$ cat config.mk
export PLATFORM = sky130hd
export DESIGN_NAME = icmp_echo_engine
export DESIGN_NICKNAME = d
export VERILOG_FILES = /design/src/rtl/icmp_echo_engine.sv
export SDC_FILE = /design/constraint.sdc
export NUM_CORES = 1
export LEC_CHECK = 0
export ABC_AREA = 1
export CORE_ASPECT_RATIO = 1.2
export CORE_MARGIN = 2
export CORE_UTILIZATION = 55
export CTS_BUF_LIST = sky130_fd_sc_hd__clkbuf_8
export DETAILED_ROUTE_END_ITERATION = 12
export HOLD_SLACK_MARGIN = 0.15
export PLACE_DENSITY = 0.76
export SLEW_MARGIN = 20
export SYNTH_ARGS = -nofsm -noshare
export SYNTH_HDL_FRONTEND = slang
export SYNTH_SLANG_ARGS = --single-unit
export TNS_END_PERCENT = 30
$ cat constraint.sdc
create_clock -name i_clk -period 10.3 [get_ports i_clk]
set_input_delay 1.545 -clock i_clk [delete_from_list [all_inputs] [get_ports i_clk]]
set_output_delay 1.545 -clock i_clk [all_outputs]
set_load 0.01 [all_outputs]
$ cat src/rtl/icmp_echo_engine.sv
// ICMP echo responder: buffers an Echo Request, verifies its checksum and streams
// back the Echo Reply with recomputed checksum, honouring TX backpressure.
module icmp_echo_engine #(
    parameter int P_MAX_PAYLOAD = 64,
    parameter int P_CNT_W       = 16
) (
    input  logic               i_clk,
    input  logic               i_rst,
    input  logic [7:0]         i_icmp_data,
    input  logic [15:0]        i_icmp_len,
    input  logic               i_icmp_last,
    input  logic               i_icmp_valid,
    output logic [7:0]         o_icmp_data,
    output logic [15:0]        o_icmp_len,
    output logic               o_icmp_last,
    output logic               o_icmp_valid,
    input  logic               i_icmp_ready,
    output logic               o_busy,
    output logic [P_CNT_W-1:0] o_drop_cnt
);
    localparam int          AW      = (P_MAX_PAYLOAD > 1) ? $clog2(P_MAX_PAYLOAD) : 1;
    localparam logic [15:0] MAX_LEN = 16'(8 + P_MAX_PAYLOAD);

    typedef enum logic [2:0] {
        S_IDLE = 3'd0,
        S_RX   = 3'd1,
        S_DROP = 3'd2,
        S_CSUM = 3'd3,
        S_TX   = 3'd4
    } state_t;

    function automatic logic [15:0] ones_add(input logic [15:0] a, input logic [15:0] b);
        logic [16:0] s;
        s = {1'b0, a} + {1'b0, b};
        return s[15:0] + {15'd0, s[16]};
    endfunction

    state_t             state_q, state_d;
    logic [15:0]        idx_q, idx_d, len_q, len_d;
    logic [15:0]        rx_sum_q, rx_sum_d, tx_sum_q, tx_sum_d, cs_q, cs_d;
    logic [15:0]        tx_idx_q, tx_idx_d, olen_q, olen_d;
    logic [7:0]         hi_q, hi_d, data_q, data_d;
    logic [31:0]        hdr_q, hdr_d;
    logic               ign_q, ign_d, last_q, last_d, valid_q, valid_d, busy_q, busy_d;
    logic [P_CNT_W-1:0] cnt_q, cnt_d;

    logic [7:0]         mem [0:P_MAX_PAYLOAD-1];
    logic [7:0]         rd_q;
    logic               we_s;
    logic [AW-1:0]      ram_addr_s, wr_addr_s;

    logic [15:0]        byte_idx_s, word_s, base_rx_s, base_tx_s, rx_sum_nx_s, tx_sum_nx_s;
    logic [15:0]        nxt_s, rd_idx_s;
    logic [7:0]         nxt_byte_s;
    logic               add_s, bad_s, cnt_inc_s, ign_nx_s, rd_sel_s;

    // RX byte classification, running checksums and next TX byte selection.
    always_comb begin
        byte_idx_s  = (state_q == S_IDLE) ? 16'd0 : idx_q;
        word_s      = byte_idx_s[0] ? {hi_q, i_icmp_data} : {i_icmp_data, 8'h00};
        add_s       = byte_idx_s[0] | i_icmp_last;
        base_rx_s   = (state_q == S_IDLE) ? 16'd0 : rx_sum_q;
        base_tx_s   = (state_q == S_IDLE) ? 16'd0 : tx_sum_q;
        rx_sum_nx_s = add_s ? ones_add(base_rx_s, word_s) : base_rx_s;
        tx_sum_nx_s = (add_s && byte_idx_s >= 16'd4) ? ones_add(base_tx_s, word_s) : base_tx_s;
        bad_s = ((byte_idx_s == 16'd0) &&
                 (i_icmp_data != 8'h08 || i_icmp_len < 16'd8 || i_icmp_len > MAX_LEN)) ||
                ((byte_idx_s == 16'd1) && (i_icmp_data != 8'h00));
        nxt_s = tx_idx_q + 16'd1;
        if (nxt_s < 16'd2) begin
            nxt_byte_s = 8'h00;
        end else if (nxt_s == 16'd2) begin
            nxt_byte_s = cs_q[15:8];
        end else if (nxt_s == 16'd3) begin
            nxt_byte_s = cs_q[7:0];
        end else if (nxt_s < 16'd8) begin
            case (nxt_s[1:0])
                2'd0:    nxt_byte_s = hdr_q[31:24];
                2'd1:    nxt_byte_s = hdr_q[23:16];
                2'd2:    nxt_byte_s = hdr_q[15:8];
                default: nxt_byte_s = hdr_q[7:0];
            endcase
        end else begin
            nxt_byte_s = rd_q;
        end
    end

    // Next-state and output logic of the request/reply state machine.
    always_comb begin
        state_d   = state_q;
        idx_d     = idx_q;
        len_d     = len_q;
        hi_d      = hi_q;
        rx_sum_d  = rx_sum_q;
        tx_sum_d  = tx_sum_q;
        hdr_d     = hdr_q;
        cs_d      = cs_q;
        tx_idx_d  = tx_idx_q;
        olen_d    = olen_q;
        data_d    = data_q;
        last_d    = last_q;
        valid_d   = valid_q;
        ign_d     = ign_q;
        cnt_inc_s = 1'b0;
        we_s      = 1'b0;
        wr_addr_s = '0;
        // A frame arriving while a reply is pending is tracked only to count it.
        if (i_icmp_valid) begin
            ign_nx_s = ~i_icmp_last;
        end else begin
            ign_nx_s = ign_q;
        end
        case (state_q)
            S_IDLE, S_RX: begin
                if (i_icmp_valid) begin
                    idx_d    = byte_idx_s + 16'd1;
                    hi_d     = i_icmp_data;
                    rx_sum_d = rx_sum_nx_s;
                    tx_sum_d = tx_sum_nx_s;
                    if (byte_idx_s == 16'd0) begin
                        len_d = i_icmp_len;
                    end else begin
                        len_d = len_q;
                    end
                    if (byte_idx_s >= 16'd4 && byte_idx_s < 16'd8) begin
                        hdr_d = {hdr_q[23:0], i_icmp_data};
                    end else begin
                        hdr_d = hdr_q;
                    end
                    if (byte_idx_s >= 16'd8) begin
                        we_s      = 1'b1;
                        wr_addr_s = AW'(byte_idx_s - 16'd8);
                    end else begin
                        we_s = 1'b0;
                    end
                    if (bad_s) begin
                        if (i_icmp_last) begin
                            cnt_inc_s = 1'b1;
                            state_d   = S_IDLE;
                        end else begin
                            state_d = S_DROP;
                        end
                    end else if (i_icmp_last) begin
                        if ((byte_idx_s + 16'd1 == i_icmp_len) && (rx_sum_nx_s == 16'hFFFF)) begin
                            state_d = S_CSUM;
                        end else begin
                            cnt_inc_s = 1'b1;
                            state_d   = S_IDLE;
                        end
                    end else if (byte_idx_s + 16'd1 == i_icmp_len) begin
                        state_d = S_DROP;
                    end else begin
                        state_d = S_RX;
                    end
                end else begin
                    state_d = state_q;
                end
            end
            S_DROP: begin
                if (i_icmp_valid && i_icmp_last) begin
                    cnt_inc_s = 1'b1;
                    state_d   = S_IDLE;
                end else begin
                    state_d = S_DROP;
                end
            end
            S_CSUM: begin
                cs_d      = ~tx_sum_q;
                data_d    = 8'h00;
                valid_d   = 1'b1;
                last_d    = (len_q == 16'd1);
                tx_idx_d  = 16'd0;
                olen_d    = len_q;
                ign_d     = ign_nx_s;
                cnt_inc_s = i_icmp_valid & i_icmp_last;
                state_d   = S_TX;
            end
            S_TX: begin
                ign_d     = ign_nx_s;
                cnt_inc_s = i_icmp_valid & i_icmp_last;
                if (valid_q && i_icmp_ready) begin
                    if (last_q) begin
                        valid_d = 1'b0;
                        last_d  = 1'b0;
                        ign_d   = 1'b0;
                        state_d = ign_nx_s ? S_DROP : S_IDLE;
                    end else begin
                        tx_idx_d = nxt_s;
                        data_d   = nxt_byte_s;
                        last_d   = (nxt_s == olen_q - 16'd1);
                    end
                end else begin
                    state_d = S_TX;
                end
            end
            default: begin
                state_d = S_IDLE;
            end
        endcase
        // Buffer read runs one byte ahead of the byte being presented.
        rd_idx_s   = tx_idx_d + 16'd1;
        rd_sel_s   = (state_q == S_CSUM || state_q == S_TX) && (rd_idx_s >= 16'd8) && (rd_idx_s < MAX_LEN);
        ram_addr_s = rd_sel_s ? AW'(rd_idx_s - 16'd8) : wr_addr_s;
        busy_d     = (state_d == S_RX) || (state_d == S_CSUM) || (state_d == S_TX);
        cnt_d      = (cnt_inc_s && (cnt_q != {P_CNT_W{1'b1}})) ? cnt_q + P_CNT_W'(1) : cnt_q;
    end

    // Payload buffer: single port with registered read.
    always_ff @(posedge i_clk) begin
        if (we_s) begin
            mem[ram_addr_s] <= i_icmp_data;
        end
        rd_q <= mem[ram_addr_s];
    end

    // State and datapath registers.
    always_ff @(posedge i_clk or negedge i_rst) begin
        if (!i_rst) begin
            state_q  <= S_IDLE;
            idx_q    <= 16'd0;
            len_q    <= 16'd0;
            hi_q     <= 8'h00;
            rx_sum_q <= 16'd0;
            tx_sum_q <= 16'd0;
            hdr_q    <= 32'd0;
            cs_q     <= 16'd0;
            tx_idx_q <= 16'd0;
            olen_q   <= 16'd0;
            data_q   <= 8'h00;
            last_q   <= 1'b0;
            valid_q  <= 1'b0;
            ign_q    <= 1'b0;
            busy_q   <= 1'b0;
            cnt_q    <= '0;
        end else begin
            state_q  <= state_d;
            idx_q    <= idx_d;
            len_q    <= len_d;
            hi_q     <= hi_d;
            rx_sum_q <= rx_sum_d;
            tx_sum_q <= tx_sum_d;
            hdr_q    <= hdr_d;
            cs_q     <= cs_d;
            tx_idx_q <= tx_idx_d;
            olen_q   <= olen_d;
            data_q   <= data_d;
            last_q   <= last_d;
            valid_q  <= valid_d;
            ign_q    <= ign_d;
            busy_q   <= busy_d;
            cnt_q    <= cnt_d;
        end
    end

    assign o_icmp_data  = data_q;
    assign o_icmp_len   = olen_q;
    assign o_icmp_last  = last_q;
    assign o_icmp_valid = valid_q;
    assign o_busy       = busy_q;
    assign o_drop_cnt   = cnt_q;

endmodule

# Word level (Yosys, flattened, before mapping)
# Memory sizes are Yosys's and may differ from the RTL's. A register that Yosys moved wholly into a read port is not among the register bits.
# Index checks and enable logic that the tools add are counted.
# word_totals
ramBits	512
word_cells	145
n_memories	1
input_bits	29
output_inout_bits	43
register_bits	183
# memory_table
name	words	word_bits	rd	rd_clocked_by_memory_dff	write_ports	line_no	rtl
mem	64	8	1	1	1	47	logic [7:0] mem [0:P_MAX_PAYLOAD-1];
# classes
mux	54
n_bitwise	4
n_reduce_logical	29
eq_ne	21
n_lt_le_gt_ge	9
add_sub_neg	11
# op_table
cell	n
2-to-1 mux 16 bit	8
adder 16 x 1 -> 16 bit, second input constant	4
less-than comparator 16 x 4 -> 1 bit, second input constant	3
2-to-1 mux 8 bit	6
adder 16 x 16 -> 17 bit	2
adder 16 x 1 -> 16 bit	2
equality test 16 x 1 -> 1 bit, second input constant	2
equality test 16 bit	2
equality test 16 x 2 -> 1 bit, second input constant	2
>= comparator 16 x 4 -> 1 bit, second input constant	2
case mux 16 bit (2 select lines)	1
2-to-1 mux 6 bit	4
case mux 8 bit (3 select lines)	1
2-to-1 mux 1 bit	18
equality test 16 bit, second input constant	1
>= comparator 16 x 3 -> 1 bit, second input constant	1
greater-than comparator 16 x 7 -> 1 bit, second input constant	1
logical NOT 16 bit	1
less-than comparator 16 x 2 -> 1 bit, second input constant	1
less-than comparator 16 x 7 -> 1 bit, second input constant	1
!= test 16 bit, second input constant	1
inverter 16 bit	1
case mux 8 bit (2 select lines)	1
subtractor 16 x 1 -> 16 bit, second input constant	1
other kinds (25)	61

# Longest topological paths before layout
# logic_depth
depth_word	16
depth_mapped	42
depth_no_buf	38

# Least setup slack after synthesis
# OpenSTA, ideal clock, no wires.
# synth_path
path_type	input-to-reg
start	in i_icmp_data[0]
end	reg cnt_q[12] (netlist: o_drop_cnt[12])
setup_time_ns	0.117
slack_ns	5.165
t_required_ns	10.183
arrival_time_ns	5.018
path_buffers	1
path_stages	34
path_cell_list	inv_1 > nor2_1 > ha_1 > inv_1 > fa_1 > inv_1 > nand3_2 > nand2_1 > nand3_1 > nand2_1 > nand2_1 > nand2_1 > nand4_1 > nand2_1 > ha_1 > ha_1 > nand3_1 > nor2_1 > nand2_1 > nor2_1 > nand3_1 > nor2_2 > nand2_1 > nand2_1 > nand2_1 > a21oi_2 > nand3_1 > nor2_2 > nand4_1 > nand2_1 > nand2_2 > buf_2 > nand3_1 > nand2_1
# synth_via
elab_chain_cells	12
elab_cells_between_ends	19
classes_between	add/sub (2); eq/ne (2); mux (7); reduce/logical (8)
# synth_rtl
item	line_no	rtl
from (decl)	9	input logic [7:0] i_icmp_data,
2-to-1 mux 16 bit	60	word_s = byte_idx_s[0] ? {hi_q, i_icmp_data} : {i_icmp_data, 8'h00};
adder 16 x 16 -> 17 bit	34	s = {1'b0, a} + {1'b0, b};
adder 16 x 1 -> 16 bit	35	return s[15:0] + {15'd0, s[16]};
2-to-1 mux 16 bit	64	rx_sum_nx_s = add_s ? ones_add(base_rx_s, word_s) : base_rx_s;
equality test 16 bit	144	if ((byte_idx_s + 16'd1 == i_icmp_len) && (rx_sum_nx_s == 16'hFFFF)) begin
logical AND 1 bit	144	
2-to-1 mux 1 bit	144	
2-to-1 mux 1 bit	143	end else if (i_icmp_last) begin
2-to-1 mux 1 bit *	136	if (bad_s) begin
2-to-1 mux 1 bit *	115	if (i_icmp_valid) begin
case mux 1 bit (3 select lines) *	113	case (state_q)
logical AND 1 bit *	205	cnt_d = (cnt_inc_s && (cnt_q != {P_CNT_W{1'b1}})) ? cnt_q + P_CNT_W'(1) : cnt_q;
to (signal assigned)	251	cnt_q <= cnt_d;
to (decl)	45	logic [P_CNT_W-1:0] cnt_q, cnt_d;
# Every way passes the cells marked *; elsewhere a longest branch is shown, timed or not.
# A chain may end at the register's enable or synchronous reset.

# Worst setup path after layout
# layout_path
start	in i_icmp_ready
end	mem mem[54][2], enable pin
# layout_via
elab_chain_cells	8
elab_cells_between_ends	10
classes_between	add/sub (2); order compare (2); mux (3); reduce/logical (3)
# layout_rtl
item	line_no	rtl
from (decl)	17	input logic i_icmp_ready,
logical AND 1 bit *	181	if (valid_q && i_icmp_ready) begin
2-to-1 mux 16 bit *	181	
case mux 16 bit (2 select lines) *	113	
via tx_idx_d[0]	41	logic [15:0] tx_idx_q, tx_idx_d, olen_q, olen_d;
adder 16 x 1 -> 16 bit *	201	rd_idx_s = tx_idx_d + 16'd1;
>= comparator 16 x 4 -> 1 bit	202	rd_sel_s = (state_q == S_CSUM || state_q == S_TX) && (rd_idx_s >= 16'd8) && (rd_idx_s < MAX_LEN);
logical AND 1 bit (2 in series)	202	
2-to-1 mux 6 bit *	203	ram_addr_s = rd_sel_s ? AW'(rd_idx_s - 16'd8) : wr_addr_s;
to (decl)	47	
# Mark *: on every way through the listed nets, which the timed path passes. The rest lies on a longest branch.

==> impl_results.md <==
- Run status: complete, no violations
- Reg2reg setup slack: between 3 and 4 ns
- Peak supply drop: approximately 160 uV
- Data required, critical path: 10.63 ns
- Hold Fails Final Rpt: 0
- Netlist Area Pre-Place: 0.0359 mm^2
- Global-route met1 utilization: 0.358
- CP endpoint kind: flop
- Post-DR vias/cell: ~5.6
- Clk_skew: 0.0595 ns
- Netlist cell types: 55
- Setup_tns: 0 ns
- Worst-margin pin slew: between 1 and 1.5 ns
- Wire length of the first global-routing pass: roughly 150000 um
- Postcts setup bufs: 0
- Syn Inst Count: around 4200
- Top delay family on crit path: simple AND/OR/NAND/NOR gates
- F_max: between 100 and 150 MHz
- Final ANT Viol Nets: 0
- Initial Util: 0.555
- Yosys warns: 0
- CTS H-tree depth: 3
- WP data arrival: a little under 8 ns
- Clock transition at the registers of the reported paths: approximately 0.06 ns
- Placeable Area: about 0.065 mm^2
- Final worst-path cycle share: 0.731
- Vias in the first global route: 27400
- Pins Over Slew Limit: 0
- Critical path class: primary input to flop
- Number of synthesized flops with an enable pin: 512
- Mean routed wirelength per cell: between 15 and 20 um
- Stages on worst setup path: 20
- Top FF cell, synth: edfxtp_1
- Post-cts resize count: 0
- Flops & latches, synth: between 700 and 800
- Ports: roughly 70
- Final setup violating endpoints: 0
- Root buf cell: clkbuf_8
- Net Count, Synth: between 4000 and 5000
- Num CTS Buffers: between 100 and 150
- Total die area: slightly below 0.07 mm^2
- Worst slew margin: 0.290
- Fin Hold WS: approximately 0.45 ns
- Min-delay worst type: flop to flop
- Total gr overflow: 0
- Layout cells sized above 1: 0.0593
- Area growth syn-to-layout: 8.83%
- DRT Wirelength: roughly 94000 um
- Tmin final: ~7.5 ns
- Syn Area/Cell: approximately 8.5 um^2
- Largest net degree at the start of global routing: roughly 180
- First-iteration detailed-routing DRC count: about 2800
- # hold bufs at CTS: 0
- Sum of buffers and inverters on the critical path: 4
- Fraction of registers with async set/reset: 0.260
- Total GRT Usage: 0.277
- Area of the multi-input gates: 0.0139 mm^2
- IO Port Bufs: 71
- Die Y: 284 um
- Reg2Reg Depth: 20
- Post-synthesis sequential area ratio: 0.561
- Final HPWL DP: approximately 60000 um
- Worst-skew pair later-pin latency: 0.75 ns
- Layout fillers: 5582
- Crit Path Max Fanout: between 60 and 70
- DRC errors left: 0
- Met3 Use GR: 0.0429
- GR Util met2: 0.462
- FF+latch area: 0.0201 mm^2
- Die width: ~240 um
- DR vias: just under 30000
- Slowest stage delay, CP: ~1.0 ns
- Row Count: 102
- Router iterations before antenna repair: 6
- Crit-path cells: clkdlybuf4s50_1, nand3_1, inv_1, nand2_1, nand2_1, nand2_2, inv_1, ha_1, nand4_1, nor2_2, nand2_1, xor2_1, nand3_1, nand3_1, nor2_4, nand3_4, o22ai_4, buf_4, nand4_1, nor2_1
- Layer with the highest usage: met2
- Nets: around 4300
- GP Congestion: 0.948
- Clock Tree Buf Depth: 3
- Unrepaired setup endpoints after global routing: false
- WHS Path Cells: 1
- CP max-delay cell: nand4_1
- Pwr/cell area: about 200 mW/mm^2
- Max-Cap Viols: 0
- Pleak: roughly 17 nW
- CTS tree: done
- CTS sink cnt: roughly 700
- CP startpoint kind: primary input
- Initial antenna violation count: 2
synth_stat cells (3+ instances only):
cell type | number | area, um^2
buf_4 | 22 | 165
o21ai_1 | 8 | 40.0
a21oi_1 | 69 | 345
dfrtp_1 | 183 | 4580
nor2_2 | 20 | 125
inv_1 | 274 | 1030
o211ai_1 | 11 | 82.6
a31oi_1 | 6 | 37.5
clkbuf_1 | 88 | 330
inv_2 | 11 | 41.3
o22ai_1 | 12 | 75.1
xnor2_1 | 20 | 175
buf_1 | 17 | 63.8
nor2_1 | 262 | 983
a211oi_1 | 14 | 105
nand3b_1 | 4 | 30.0
nand2_1 | 1819 | 6830
o21bai_1 | 4 | 30.0
nand2_2 | 16 | 100
o21ai_0 | 179 | 896
nor2_4 | 9 | 101
nor3_1 | 29 | 145
clkinv_1 | 3 | 11.3
nand3_1 | 396 | 1980
nand3_2 | 3 | 30.0
ha_1 | 43 | 538
dfxtp_1 | 8 | 160
and3_1 | 3 | 18.8
nor3_2 | 4 | 40.0
buf_2 | 48 | 240
buf_6 | 4 | 45.0
nand4_1 | 52 | 325
nor4_1 | 7 | 43.8
nand2_4 | 4 | 45.0
xor2_1 | 47 | 412
edfxtp_1 | 512 | 15400
final timing paths:
check / start / endpoint
min in group asynchronous: i_rst / tx_idx_q[11]
hold / removal: tx_sum_q[14] / cs_q[14]
setup reg to reg: o_icmp_last / mem[54][2]
hold reg to reg: tx_sum_q[14] / cs_q[14]
setup / recovery: i_icmp_ready / mem[54][2]
max in group asynchronous: i_rst / cs_q[3]
area by class of cell:
cell class              count  share of cell area
inverters                 288              0.0278
multi-input cells        3067               0.355
repair buffers            109              0.0252
clock inverters            73             0.00911
diodes                      1           0.0000641
clock buffers             114              0.0402
flip-flops and latches    703               0.516
well taps                 832              0.0267
power by group:
group / internal (mW) / switching, mW
clock: 1.04 / 1.09
sequential: 3.28 / 0.213
combinational: 0.728 / 1.53
total: 5.05 / 2.84
metal layers:
layer | wire, um | vias to the layer above
li1 | - | 14000
met2 | 44600 | 1230
met4 | 4070 | 2
met1 | 37700 | 13400
met5 | 11 | -
met3 | 7270 | 259
sequential cells by signal (all words and copies together) (netlist names):
signal        flops
len_q            16
o_busy            1
hi_q              8
o_icmp_data       8
tx_sum_q         16
idx_q            16
hdr_q            32
ign_q             1
state_q           3
mem             512
o_drop_cnt       16
rx_sum_q         16
cs_q             16
tx_idx_q         16
o_icmp_last       1
o_icmp_valid      1
o_icmp_len       16
rd_q              8
cells in the final DEF, fill, tap and decap left out, types with 5 or more instances in the layout:
| master | netlist | layout |
|---|---|---|
| nand2_1 | 1819 | 1818 |
| edfxtp_1 | 512 | 512 |
| nand3_1 | 396 | 394 |
| inv_1 | 274 | 313 |
| nor2_1 | 262 | 260 |
| dfrtp_1 | 183 | 183 |
| o21ai_0 | 179 | 179 |
| clkbuf_8 | 0 | 115 |
| a21oi_1 | 69 | 69 |
| clkdlybuf4s50_1 | 0 | 62 |
| nand4_1 | 52 | 52 |
| xor2_1 | 47 | 47 |
| ha_1 | 43 | 43 |
| buf_4 | 22 | 36 |
| nor3_1 | 29 | 29 |
| clkinv_1 | 3 | 22 |
| nor2_2 | 20 | 21 |
| xnor2_1 | 20 | 20 |
| nand2_2 | 16 | 15 |
| a211oi_1 | 14 | 14 |
| o22ai_1 | 12 | 12 |
| inv_2 | 11 | 11 |
| o211ai_1 | 11 | 11 |
| nor2_4 | 9 | 10 |
| o21ai_1 | 8 | 8 |
| buf_2 | 48 | 8 |
| dfxtp_1 | 8 | 8 |
| nor4_1 | 7 | 7 |
| clkinv_2 | 0 | 7 |
| a31oi_1 | 6 | 6 |
| nand2_4 | 4 | 5 |
| nand3_2 | 3 | 5 |
cell families (layout without fill, tap and decap cells):
logic type	after synthesis	in the layout	share of synthesized area
AND/OR/NAND/NOR	2633	2633	0.303
flip-flops	703	703	0.561
buffers and inverters	467	584	0.0537
AO/OA/AOI/OAI	320	320	0.0493
XOR/XNOR	67	67	0.0164
adder cells (fa/ha/maj)	45	45	0.0161
multiplexers	2	2	0.000628
other	0	1	0
through the flow:
stage	setup WS (ns)	utilization	area, um^2	instances	total power, mW
global placement	2.24	0.574	37100	4999	5.73
detailed placement	2.14	0.574	37100	4999	5.78
floorplan	5.17	-	35900	4237	5.11
CTS	2.92	0.604	39000	5186	7.90
global route	2.40	0.604	39000	5187	8.36
finish	2.77	0.604	39000	5187	7.88
Power figures use the tool's default switching activity.
